--- src/rtl/muldiv_unit.sv ---
// Iterative RV32M multiply/divide unit: radix-2 shift-add multiply, restoring divide.
// Latency WIDTH+1 cycles start->done; div-by-zero/overflow finish in 1 cycle.
// No backpressure: start is taken only in IDLE, else dropped. Define MULDIV_EARLY_OUT_EN for multiply early-out.
module muldiv_unit #(
    parameter int WIDTH = 32,
    parameter int DEPTH = 32
) (
    input  logic                     clk,
    input  logic                     rst,
    input  logic                     start,
    input  logic [2:0]               op,
    input  logic [WIDTH-1:0]         a,
    input  logic [WIDTH-1:0]         b,
    input  logic [$clog2(DEPTH)-1:0] rd_in,
    output logic                     busy,
    output logic                     done,
    output logic [WIDTH-1:0]         result,
    output logic [$clog2(DEPTH)-1:0] rd_out
);

    localparam int CW = $clog2(WIDTH);
    localparam logic [1:0] S_IDLE = 2'd0;
    localparam logic [1:0] S_CALC = 2'd1;
    localparam logic [1:0] S_DONE = 2'd2;
    localparam logic [WIDTH-1:0] MIN_NEG = {1'b1, {(WIDTH-1){1'b0}}};

`ifdef MULDIV_EARLY_OUT_EN
    localparam bit EARLY_OUT = 1'b1;
`else
    localparam bit EARLY_OUT = 1'b0;
`endif

    logic [1:0]               state;
    logic [2:0]               op_q;
    logic                     neg_q;
    logic [$clog2(DEPTH)-1:0] rd_q;
    logic [CW-1:0]            cnt;
    logic [2*WIDTH-1:0]       acc;
    logic [2*WIDTH-1:0]       mcand;
    logic [WIDTH-1:0]         mplier;
    logic [WIDTH-1:0]         dvsr;

    // Operand signedness: a is signed for MUL/MULH/MULHSU/DIV/REM, b for MUL/MULH/DIV/REM.
    logic             a_sgn, b_sgn, neg_start;
    logic [WIDTH-1:0] a_mag, b_mag;
    logic             div_zero, div_ovf, mul_zero, fast;
    logic [WIDTH-1:0] fast_res;

    assign a_sgn     = a[WIDTH-1] & ~(op == 3'd3 || op == 3'd5 || op == 3'd7);
    assign b_sgn     = b[WIDTH-1] & (op == 3'd0 || op == 3'd1 || op == 3'd4 || op == 3'd6);
    assign a_mag     = a_sgn ? -a : a;
    assign b_mag     = b_sgn ? -b : b;
    assign neg_start = (op[2] && op[1]) ? a_sgn : (a_sgn ^ b_sgn);

    assign div_zero = op[2] && (b == '0);
    assign div_ovf  = op[2] && !op[0] && (a == MIN_NEG) && (b == '1);
    assign mul_zero = EARLY_OUT && !op[2] && (b_mag == '0);
    assign fast     = div_zero || div_ovf || mul_zero;

    always_comb begin
        fast_res = '0;
        if (div_zero)
            fast_res = op[1] ? a : '1;
        else if (div_ovf)
            fast_res = op[1] ? '0 : a;
    end

    logic [2*WIDTH-1:0] acc_mul, prod;
    logic [WIDTH:0]     trial;
    logic               no_borrow;
    logic [WIDTH-1:0]   rem_next, q_next, mul_res, div_res;
    logic               last;

    assign acc_mul = acc + (mplier[0] ? mcand : '0);
    assign prod    = neg_q ? -acc_mul : acc_mul;
    assign mul_res = (op_q == 3'd0) ? prod[WIDTH-1:0] : prod[2*WIDTH-1:WIDTH];

    // Restoring step: shift next dividend bit into the partial remainder, keep it if the subtract fits.
    assign trial     = {acc[WIDTH-1:0], mplier[WIDTH-1]} - {1'b0, dvsr};
    assign no_borrow = ~trial[WIDTH];
    assign rem_next  = no_borrow ? trial[WIDTH-1:0] : {acc[WIDTH-2:0], mplier[WIDTH-1]};
    assign q_next    = {mplier[WIDTH-2:0], no_borrow};
    assign div_res   = op_q[1] ? (neg_q ? -rem_next : rem_next) : (neg_q ? -q_next : q_next);

    assign last = (cnt == CW'(WIDTH-1)) || (EARLY_OUT && !op_q[2] && ((mplier >> 1) == '0));

    always_ff @(posedge clk or negedge rst) begin
        if (!rst) begin
            state  <= S_IDLE;
            op_q   <= '0;
            neg_q  <= 1'b0;
            rd_q   <= '0;
            cnt    <= '0;
            acc    <= '0;
            mcand  <= '0;
            mplier <= '0;
            dvsr   <= '0;
            result <= '0;
            rd_out <= '0;
        end else begin
            case (state)
                S_IDLE: begin
                    if (start) begin
                        op_q  <= op;
                        neg_q <= neg_start;
                        rd_q  <= rd_in;
                        if (fast) begin
                            result <= fast_res;
                            rd_out <= rd_in;
                            state  <= S_DONE;
                        end else begin
                            acc    <= '0;
                            mcand  <= {{WIDTH{1'b0}}, a_mag};
                            mplier <= op[2] ? a_mag : b_mag;
                            dvsr   <= b_mag;
                            cnt    <= '0;
                            state  <= S_CALC;
                        end
                    end
                end
                S_CALC: begin
                    cnt <= cnt + CW'(1);
                    if (op_q[2]) begin
                        acc    <= {{WIDTH{1'b0}}, rem_next};
                        mplier <= q_next;
                    end else begin
                        acc    <= acc_mul;
                        mcand  <= mcand << 1;
                        mplier <= mplier >> 1;
                    end
                    if (last) begin
                        result <= op_q[2] ? div_res : mul_res;
                        rd_out <= rd_q;
                        state  <= S_DONE;
                    end
                end
                default: state <= S_IDLE;
            endcase
        end
    end

    assign busy = (state == S_CALC);
    assign done = (state == S_DONE);

endmodule

--- config.mk ---
export PLATFORM = sky130hd
export DESIGN_NAME = muldiv_unit
export DESIGN_NICKNAME = d
export VERILOG_FILES = /design/src/rtl/muldiv_unit.sv
export SDC_FILE = /design/constraint.sdc
export NUM_CORES = 1
export LEC_CHECK = 0
export CAP_MARGIN = 0
export CORE_MARGIN = 8
export CORE_UTILIZATION = 50
export DETAILED_ROUTE_END_ITERATION = 6
export GPL_TIMING_DRIVEN = 0
export PLACE_DENSITY = 0.8
export SYNTH_ARGS = -nofsm -noshare
export SYNTH_HDL_FRONTEND = slang
export SYNTH_SLANG_ARGS = --single-unit
--- constraint.sdc ---
create_clock -name clk -period 10.17 [get_ports clk]
set_input_delay 1.5255 -clock clk [delete_from_list [all_inputs] [get_ports clk]]
set_output_delay 1.5255 -clock clk [all_outputs]
set_load 0.005 [all_outputs]
==> flow_summary.toml <==
[power_and_ir_drop]
powerDensity_nw_per_um2 = 398
p_total_mw = 11.0
power_leakage_nw = 11.2
peakVddDrop_mv = 0.200

[floorplan]
die_area_um2 = 56700
die_y_um = 238
start_util_pct = 50.5
core_area_um2 = 48800
pin_count = 114
die_w_um = 238
rows = 81

[setup_path]
crit_type = "flip-flop to flip-flop"
critPathMaxFanout = 10
crit_path_end_kind = "flip-flop"
cp-start-kind = "flip-flop"
critPathArrivalTime_ns = 8.87
cp_data_required_time_ns = 10.71

[clock_network]
ctsRootBufferMaster = "clkbuf_16"
cts_hold_buffers = 0
clk_latency_ns = 0.60
numCtsBuffers = 30
clock_sinks = 245
cts_tree = "yes"
cts_max_level = 1
ctsResizeCount = 0
clockBufferDepth = 3
clkSlewWorstSetupHoldPaths_ns = 0.07
post-cts-setup-buffers = 0

[logic_synthesis]
async_reset_ff_share_pct = 100
syn_inst = 3285
synth_edf_count = 0
syn_area_um2 = 24700
syn_nets = 3465
synth_area_leaders = "dfrtp_1, o21ai_0, a21oi_1, nand2_1, ha_1"
ys.warnings.count = 0
synth_ff_type = "dfrtp_1"
synth_top_area_share_pct = 24.9
ys_ff_latch = 245
syn_area_per_cell_um2 = 7.51
yosysTopAreaCell = "dfrtp_1"
ys_seq_area_share_pct = 24.9
synth.distinct_cells = 94

[detailed_routing]
drc = 0
vias = 28400
avgViaCountPerCell = 6.89
ant_nets = 0
wl_per_cell_um = 29.3
wl_um = 121000
drtIter0Drc = 3603
drtPass1Iterations = 6

[job]
cap_violations = 0

[global_route]
grt-ovfl-total = 0
grt_first_pass_wirelength_um = 175000
grt_pass1_vias = 26100
antenna_found_initial = 4
grt_max_degree = 103
grt_usage_pct = 41.1

[finish]
final_layout_size_suffix_gt1_share_pct = 4.28
area_growth_pct = 12.3
fin_area_um2 = 27700
fin_nets = 3614

[placed_design]
place.port_buffers = 112
placed_area_um2 = 26700
gp_congestion = 1.07
dp_hpwl_um = 96400

[timing]
fin_crit_ns = 8.33
worst_pin_slew_ns = 1.33
maxSlewViolCount = 0
hold_violations = 0
relSlewSlack_pct = 10.3
finalCritPeriodShare_pct = 81.9
clock.fmax_ghz = 0.120
setup_viol = 0
rsz0062_at_grt = "false"
setup-tns-final_ns = 0
clock_skew_ns = 0.0216

[worst_hold_path]
hp-class = "flip-flop to flip-flop"

[status]
status = "finished clean"
[per-stage QoR]
stage	util [%]	setup WS [ns]	hold slack [ns]	std cells
6_report	56.7	1.84	0.491	4121
5_1_grt	56.7	1.84	0.522	4120
4_1_cts	56.7	2.60	0.494	4119
3_5_place_dp	54.6	2.26	0.481	4065
3_3_place_gp	54.5	-3.22	0.467	4061
2_1_floorplan	-	4.87	0.450	3285
[state kept, by name (all words and copies together) (netlist names), 3 cells and up]
signal and count:
acc 64, rd_q 5, dvsr 32, mplier 32
op_q 3, rd_out 5, cnt 5, result 32
mcand 64
[layer usage]
layer	vias to the layer above	GRT usage, %	wire length, µm
met3	483	10.2	13800
li1	12500	-	-
met5	-	0	13
met4	2	30.1	11000
met2	1863	61.4	50400
met1	13600	51.3	45700
[logic make-up (layout without fill, tap and decap cells)]
family	Yosys count	in the layout	share of synthesized area, %
and+or+nand+nor	1221	1221	24.1
AOI/OAI and AO/OA	1115	1115	29.5
buffers and inverters	298	469	4.79
DFF	245	245	24.9
xor gates and xnor gates	194	194	6.89
muxes	107	107	4.49
adders and majority gates	105	105	5.39
other	0	1	0
[worst max-delay path, stage by stage (launching register included)]
cell and delay (ns):
dfrtp_1 0.59, clkbuf_1 0.73, clkbuf_1 0.31, and2_1 0.25
ha_1 0.25, clkbuf_1 0.25, a21oi_1 0.45, o211ai_1 0.45
o21ai_0 1.00, a221o_1 0.48, o2111ai_1 0.55, nand4b_1 0.57
nor4_1 0.60, nor4bb_1 0.45, mux2i_1 0.13, a2111oi_0 0.94
o32a_1 0.25
[cells in the mapped netlist, drive strengths merged, types with 9 or more instances]
cell type,n
a31o,10
clkbuf,180
a21boi,10
o211ai,45
and3,32
o2111ai,10
o41ai,24
a21oi,298
nor2b,15
a21o,38
o21a,25
nor2,314
buf,35
a221oi,9
a22o,71
mux2i,88
o21bai,10
nor4,26
xnor2,101
or4,27
a211oi,36
o21ai,317
ha,103
nand3,54
o31ai,42
nand2b,28
a31oi,23
inv,83
nand2,369
nor3,78
or3,50
xor2,93
or2,19
mux2,18
o211a,12
and4,17
dfrtp,245
a221o,10
a311oi,9
o221ai,26
nand4,64
and2,93
[layout by cell type (no fill, tap or decap), types with 25 or more instances in the layout]
cell type        count
nand2_1            369
nor2_1             314
o21ai_0            296
a21oi_1            294
dfrtp_1            245
clkbuf_1           183
clkdlybuf4s50_1    111
ha_1               103
xnor2_1            101
xor2_1              93
and2_1              92
mux2i_1             88
inv_1               81
nor3_1              77
a22o_1              71
nand4_1             64
nand3_1             54
or3_1               50
o211ai_1            45
o31ai_1             41
a21o_1              38
a211oi_1            36
and3_1              32
clkbuf_16           30
nand2b_1            28
o221ai_1            26
o21a_1              25
or4_1               25
[report_power, final]
group	switching, mW	total [mW]	leakage (nW)	internal, mW
Combinational	5.62	8.10	7.68	2.49
Clock	0.468	1.10	0.485	0.630
Sequential	0.467	1.82	3.03	1.35
[path summary, 6_finish.rpt]
path	start	endpoint	slack (ns)	depth (start not counted)
setup / recovery	mplier[0]	result[21]	1.84	16
hold / removal	acc[33]	acc[33]	0.49	2
setup reg to reg	mplier[0]	result[21]	1.84	16
hold reg to reg	acc[33]	acc[33]	0.49	2
max in group asynchronous	rst	result[31]	8.46	2
min in group asynchronous	rst	acc[20]	0.82	1
[final cells by class]
class                   count  area [µm²]
diodes                      1        2.50
plain buffers             215         870
fillers                  4756       21200
inverters                  83         312
clock buffers              44         893
well taps                 664         831
repair buffers            117        1200
clock inverters            10        91.3
multi-input cells        2742       17400
flip-flops and latches    245        6130
No activity file was read; power rests on OpenSTA's default activity.
